## config.mk

```make
export PLATFORM = sky130hd
export DESIGN_NAME = spi_flash_burst_reader
export DESIGN_NICKNAME = d
export VERILOG_FILES = /design/src/rtl/spi_flash_pkg.sv /design/src/rtl/spi_flash_burst_reader_sclk_gen.sv /design/src/rtl/spi_flash_burst_reader.sv
export SDC_FILE = /design/constraint.sdc
export NUM_CORES = 1
export LEC_CHECK = 0
export CORE_UTILIZATION = 55
export CTS_CLUSTER_DIAMETER = 60
export DETAILED_ROUTE_END_ITERATION = 6
export PLACE_DENSITY = 0.8
export SLEW_MARGIN = 20
export SYNTH_ARGS = -nofsm -noshare
export SYNTH_HDL_FRONTEND = slang
export SYNTH_SLANG_ARGS = --single-unit
```

## constraint.sdc

```tcl
create_clock -name clk -period 3.48 [get_ports clk]
set_input_delay 0.348 -clock clk [delete_from_list [all_inputs] [get_ports clk]]
set_output_delay 0.348 -clock clk [all_outputs]
set_load 0.02 [all_outputs]
```

## src/rtl/spi_flash_pkg.sv

```systemverilog
// spi_flash_pkg: shared opcodes, frame sizes and FSM state encoding for the SPI flash burst reader.
package spi_flash_pkg;

    localparam logic [7:0] OP_READ      = 8'h03;
    localparam logic [7:0] OP_FAST_READ = 8'h0B;
    localparam int         ADDR_BITS    = 24;
    localparam int         DUMMY_BITS   = 8;

    typedef enum logic [2:0] {
        ST_IDLE,
        ST_CMD,
        ST_ADDR,
        ST_DUMMY,
        ST_DATA,
        ST_GAP
    } state_t;

endpackage

```

## src/rtl/spi_flash_burst_reader_sclk_gen.sv

```systemverilog
// spi_sclk_gen: divides clk into SPI mode-0 SCLK, emitting rise/fall strobes in the cycle that drives each edge.
module spi_sclk_gen
    import spi_flash_pkg::*;
#(
    parameter int CLK_DIV = 2
) (
    input  logic clk,
    input  logic reset,
    input  logic clear,
    input  logic pause,
    output logic sclk,
    output logic rise,
    output logic fall
);

    localparam int CW = (CLK_DIV > 1) ? $clog2(CLK_DIV) : 1;

    logic [CW-1:0] cnt;
    logic          tick;

    assign tick = !clear && !pause && cnt == CW'(CLK_DIV - 1);
    assign rise = tick && !sclk;
    assign fall = tick && sclk;

    // Count out each half-period and toggle sclk at its end; pause freezes, clear parks low
    always_ff @(posedge clk) begin
        if (!reset || clear) begin
            cnt  <= '0;
            sclk <= 1'b0;
        end else if (!pause) begin
            cnt  <= tick ? '0 : cnt + 1'b1;
            sclk <= sclk ^ tick;
        end
    end

endmodule

```

## src/rtl/spi_flash_burst_reader.sv

```systemverilog
// spi_flash_burst_reader: SPI flash READ burst engine streaming words over valid/ready.
// Build option: define SPI_FAST_READ_EN for opcode 0x0B plus 8 dummy clocks after the address.
module spi_flash_burst_reader
    import spi_flash_pkg::*;
#(
    parameter int CLK_DIV     = 2,
    parameter int WORD_BYTES  = 4,
    parameter int LEN_W       = 16,
    parameter int CS_HIGH_CYC = 8
) (
    input  logic                    clk,
    input  logic                    reset,
    input  logic                    start,
    input  logic [23:0]             start_addr,
    input  logic [LEN_W-1:0]        length,
    output logic                    busy,
    output logic                    done,
    output logic [8*WORD_BYTES-1:0] m_data,
    output logic                    m_valid,
    input  logic                    m_ready,
    output logic                    spi_cs_n,
    output logic                    spi_sclk,
    output logic                    spi_mosi,
    input  logic                    spi_miso
);

    localparam int W   = 8 * WORD_BYTES;
    localparam int WBW = $clog2(W);
    localparam int CSW = $clog2(CS_HIGH_CYC + 2);
    localparam int GW  = (CLK_DIV > 1) ? $clog2(CLK_DIV) : 1;

`ifdef SPI_FAST_READ_EN
    localparam logic [7:0] OPCODE = OP_FAST_READ;
    localparam state_t     AFTER_ADDR = ST_DUMMY;
`else
    localparam logic [7:0] OPCODE = OP_READ;
    localparam state_t     AFTER_ADDR = ST_DATA;
`endif

    state_t           state;
    logic [31:0]      tx;
    logic [4:0]       hcnt;
    logic [WBW-1:0]   wbit;
    logic [W-1:0]     rx;
    logic [LEN_W-1:0] words_left;
    logic [CSW-1:0]   cs_hi;
    logic [GW-1:0]    tail;
    logic             rise;
    logic             fall;
    logic             pause;
    logic             clear;
    logic             last_bit;

    // Header bits leave MSB first; once shifted out the register holds zeros, so MOSI idles low
    assign spi_mosi = tx[31];
    assign clear    = state == ST_IDLE || state == ST_GAP;
    assign last_bit = wbit == WBW'(W - 1);
    // Withhold the rising edge of a word's last bit while the previous word is still unaccepted
    assign pause    = state == ST_DATA && last_bit && !spi_sclk && m_valid && !m_ready;

    spi_sclk_gen #(.CLK_DIV(CLK_DIV)) u_sclk (
        .clk   (clk),
        .reset (reset),
        .clear (clear),
        .pause (pause),
        .sclk  (spi_sclk),
        .rise  (rise),
        .fall  (fall)
    );

    // Burst sequencer: command/address shift-out, data capture, output handshake and CS spacing
    always_ff @(posedge clk) begin
        if (!reset) begin
            state      <= ST_IDLE;
            tx         <= '0;
            hcnt       <= '0;
            wbit       <= '0;
            rx         <= '0;
            words_left <= '0;
            cs_hi      <= CSW'(CS_HIGH_CYC);
            tail       <= '0;
            spi_cs_n   <= 1'b1;
            busy       <= 1'b0;
            done       <= 1'b0;
            m_valid    <= 1'b0;
            m_data     <= '0;
        end else begin
            done  <= 1'b0;
            cs_hi <= (spi_cs_n && cs_hi != CSW'(CS_HIGH_CYC)) ? cs_hi + 1'b1 : cs_hi;
            if (m_valid && m_ready)
                m_valid <= 1'b0;
            if (fall)
                tx <= {tx[30:0], 1'b0};
            case (state)
                ST_IDLE: begin
                    if (start && length == '0) begin
                        done <= 1'b1;
                    end else if (start) begin
                        state      <= ST_CMD;
                        busy       <= 1'b1;
                        spi_cs_n   <= 1'b0;
                        cs_hi      <= '0;
                        tx         <= {OPCODE, start_addr};
                        words_left <= length;
                        hcnt       <= '0;
                        wbit       <= '0;
                    end
                end
                ST_CMD: begin
                    if (rise) begin
                        hcnt  <= (hcnt == 5'd7) ? '0 : hcnt + 5'd1;
                        state <= (hcnt == 5'd7) ? ST_ADDR : ST_CMD;
                    end
                end
                ST_ADDR: begin
                    if (rise) begin
                        hcnt  <= (hcnt == 5'(ADDR_BITS - 1)) ? '0 : hcnt + 5'd1;
                        state <= (hcnt == 5'(ADDR_BITS - 1)) ? AFTER_ADDR : ST_ADDR;
                    end
                end
`ifdef SPI_FAST_READ_EN
                ST_DUMMY: begin
                    if (rise) begin
                        hcnt  <= (hcnt == 5'(DUMMY_BITS - 1)) ? '0 : hcnt + 5'd1;
                        state <= (hcnt == 5'(DUMMY_BITS - 1)) ? ST_DATA : ST_DUMMY;
                    end
                end
`endif
                ST_DATA: begin
                    if (rise) begin
                        rx   <= {rx[W-2:0], spi_miso};
                        wbit <= last_bit ? '0 : wbit + 1'b1;
                        if (last_bit) begin
                            m_data     <= {rx[W-2:0], spi_miso};
                            m_valid    <= 1'b1;
                            words_left <= words_left - 1'b1;
                        end
                    end
                    // The fall after the final sampled bit ends the transfer; CS follows a half-period later
                    if (fall && words_left == '0) begin
                        state <= ST_GAP;
                        tail  <= '0;
                    end
                end
                ST_GAP: begin
                    if (!spi_cs_n) begin
                        tail <= tail + 1'b1;
                        if (tail == GW'(CLK_DIV - 1))
                            spi_cs_n <= 1'b1;
                    end else if (cs_hi == CSW'(CS_HIGH_CYC) && !m_valid) begin
                        state <= ST_IDLE;
                        busy  <= 1'b0;
                        done  <= 1'b1;
                    end
                end
                default: state <= ST_IDLE;
            endcase
        end
    end

endmodule
```

==> load_flow_metrics.sql <==
INSERT INTO impl_metrics (metric_group, metric, value, unit) VALUES
('grt', 'grtUsageMet3', '6.598', '%'),
('cts', 'clock_tree.buffer_depth', '2', ''),
('timing', 'finalCritPeriodShare', '89.89', '%'),
('cts', 'holdBufCountCts', '0', ''),
('setup_path', 'worst-setup-path-type', 'reg -> reg', ''),
('setup_path', 'critical_path.cell_chain', 'ha_1 -> and3_1 -> ha_1 -> nor4bb_2 -> nor3_1 -> nor3_1 -> nor2b_1 -> ha_1 -> mux2i_1 -> o21a_1 -> a211oi_2 -> nand2_1 -> o32ai_1', ''),
('power_and_ir_drop', 'power_density', '506.1', 'nW/um^2'),
('detailed_routing', 'avgRoutedWirePerCell', '14.68', 'microns'),
('yosys', 'number_of_enable_flip_flop_cells_after_synthesis', '0', ''),
('grt', 'vias_in_the_first_global_route', '5075', ''),
('timing', 'finalClockSkew', '6.856', 'ps'),
('detailed_routing', 'post-route-drc-count', '0', ''),
('cells_and_area', 'mostFrequentLayoutCells', 'nand2_1 (189), dfxtp_1 (135), clkdlybuf4s50_1 (81)', ''),
('placement', 'placedInstanceArea', '7059', 'sq um'),
('cts', 'numCtsBuffers', '17', ''),
('grt', 'grt_util_met2', '41.71', '%'),
('run_status', 'status', 'finished clean', ''),
('detailed_routing', 'dr_total_vias', '5336', ''),
('hold_path', 'worstHoldEndpoint', 'm_data[0]', ''),
('setup_path', 'critical-path-top-cell-by-count', 'ha_1', ''),
('yosys', 'synthArstFlopShare', '0', '%'),
('detailed_routing', 'ant_nets', '0', ''),
('setup_path', 'cp_slowest_cell', 'dfxtp_1', ''),
('timing', 'timing_hold_violations_final', '0', ''),
('yosys', 'postSynth.topFlopCell', 'dfxtp_1', ''),
('power_and_ir_drop', 'totalPowerFinal', '3.916', 'mW'),
('hold_path', 'hold_start', 'spi_miso', ''),
('power_and_ir_drop', 'vdd.ir_drop.worst', '0.3143', 'mV'),
('setup_path', 'timing.critical_path.to_type', 'flop', ''),
('placement', 'hpwlAfterDp', '8838', 'microns'),
('yosys', 'post_synthesis_sequential_area_ratio', '43.88', '%'),
('timing', 'max_freq', '319.7', 'MHz'),
('setup_path', 'timing.critical_path.fanout_max', '6', ''),
('detailed_routing', 'viasPerCell', '5.671', ''),
('flow_run', 'cap_viol_max_count', '0', ''),
('hold_path', 'hold_path_depth', '3', ''),
('cts', 'post-cts-setup-buffer-count', '0', ''),
('setup_path', 'worst_setup_path_start_kind', 'flop', ''),
('yosys', 'synth_compound_area_share', '21.17', '%'),
('yosys', 'yosysUniqueCellTypes', '58', ''),
('grt', 'grt_pass1_wl', '22930', 'microns'),
('timing', 'worst_slew_margin_rel', '34.32', '%'),
('yosys', 'post_synth.cell_area_avg', '8.506', 'sq um'),
('grt', 'top_usage_layer', 'met2', ''),
('power_and_ir_drop', 'p_leak', '2.964', 'nW'),
('grt', 'grt-ovfl-total', '0', ''),
('yosys', 'yosys.area_share.adder', '1.829', '%'),
('yosys', 'yosys_warnings', '0', ''),
('die', 'die_span_x', '107.8', 'microns'),
('cells_and_area', 'utilization', '71.06', '%'),
('cts', 'htree_num_levels', '4', ''),
('cts', 'cts_tree', 'done', ''),
('setup_path', 'setup_slack_of_the_most_critical_reg_to_reg_path', '350', 'ps'),
('setup_path', 'crit_family', 'simple AND/OR/NAND/NOR gates', ''),
('setup_path', 'critPathArrivalTime', '3570', 'ps'),
('yosys', 'ys_ff_latch', '135', ''),
('setup_path', 'worstPathBufferInverterCount', '0', ''),
('cells_and_area', 'finish.net_count', '842', ''),
('setup_path', 'slowest_delay', '340', 'ps'),
('timing', 'worst_pin_slew', '985.1', 'ps'),
('timing', 'minimum_clock_period', '3128', 'ps'),
('grt', 'antenna_found_initial', '0', ''),
('placement', 'gp_congestion', '0.8159', ''),
('timing', 'finalSetupViolCount', '0', ''),
('cells_and_area', 'ratio_of_cells_with_drive_above_1_in_the_final_layout', '8.115', '%'),
('cts', 'clockRootBuffer', 'clkbuf_8', ''),
('die', 'pin_count', '83', ''),
('die', 'floorplan.rows', '38', ''),
('setup_path', 'worst_r2r_startpoint', 'wbit[0]', ''),
('timing', 'rsz0062_at_grt', 'false', ''),
('grt', 'grt_max_degree', '113', '');
logic make-up (layout without fill, tap and decap cells):
family | count (synthesis) | in the layout
buf+inv | 60 | 137
simple gates | 308 | 308
compound gates | 174 | 174
xor+xnor | 3 | 3
flops | 135 | 135
mux | 35 | 35
fa+ha+maj | 9 | 9
synthesized netlist by cell type, types with 3 or more instances:
cell	instances	area, sq um
o21a_1	5	37.54
a21oi_1	16	80.08
and3_1	9	56.30
buf_2	4	20.02
ha_1	9	112.6
buf_4	4	30.03
or4_1	6	45.04
nand3b_1	7	52.55
a22o_1	4	35.03
o211a_1	23	230.2
nand2b_1	7	43.79
nor3_1	9	45.04
o211ai_1	7	52.55
a21boi_0	74	555.5
a31o_2	3	26.28
nor2_1	24	90.09
nand2_1	191	716.9
mux2i_1	34	340.3
a22oi_1	3	22.52
a21o_1	3	22.52
and2_1	7	43.79
dfxtp_1	135	2703
o21ai_0	16	80.08
inv_1	7	26.28
nand3_1	22	110.1
nor2b_1	10	62.56
clkbuf_1	43	161.4
worst min-delay path, cell delays in order:
cell	delay [ps]
clkdlybuf4s50_1	410
nand2_1	60
a21boi_0	60
report_power, final:
group	switching [mW]	total, mW	leakage, nW	internal (mW)
clock network	0.667	1.99	0.319	1.33
registers	0.0315	1.62	1.10	1.59
logic	0.154	0.300	1.55	0.146
total	0.853	3.92	2.96	3.06
flip-flops by register name (all words and copies together), names as in the netlist:
register and cells:
m_valid 1, state 3, u_sclk.cnt 1, busy 1, cs_hi 4, wbit 5
tx 32, rx 31, words_left 16, done 1, hcnt 5, tail 1
m_data 32, u_sclk.sclk 1, spi_cs_n 1
worst max path at each step:
stage | from | end | slack [ps] | depth (start not counted)
floorplan | wbit[0] | tx[2] | 680 | 13
global route | wbit[0] | hcnt[3] | 60 | 13
global placement | wbit[0] | m_data[31] | 370 | 11
CTS | wbit[0] | m_data[13] | 80 | 11
finish | wbit[0] | hcnt[3] | 350 | 13
detailed placement | wbit[0] | m_data[13] | 90 | 11
routing by layer:
layer / wire, microns / share of wire [%]
met5: 0 / 0
met1: 6081 / 44
met4: 291 / 2.1
met3: 655 / 4.7
met2: 6788 / 49
area by class of cell:
cell class	count	area (sq um)
fillers	825	3151
multi-input cells	529	3236
clock buffers	20	435.4
repair buffers	98	938.4
clock inverters	12	224.0
inverters	7	26.28
flip-flops and latches	135	2703
well taps	140	175.2
metrics by stage:
stage	setup slack, ps	std cells
4_1_cts	75.36	941
3_5_place_dp	91.53	909
5_1_grt	56.34	941
3_3_place_gp	367.7	909
2_1_floorplan	680.7	724
6_report	351.9	941
Power figures use the tool's default switching activity.
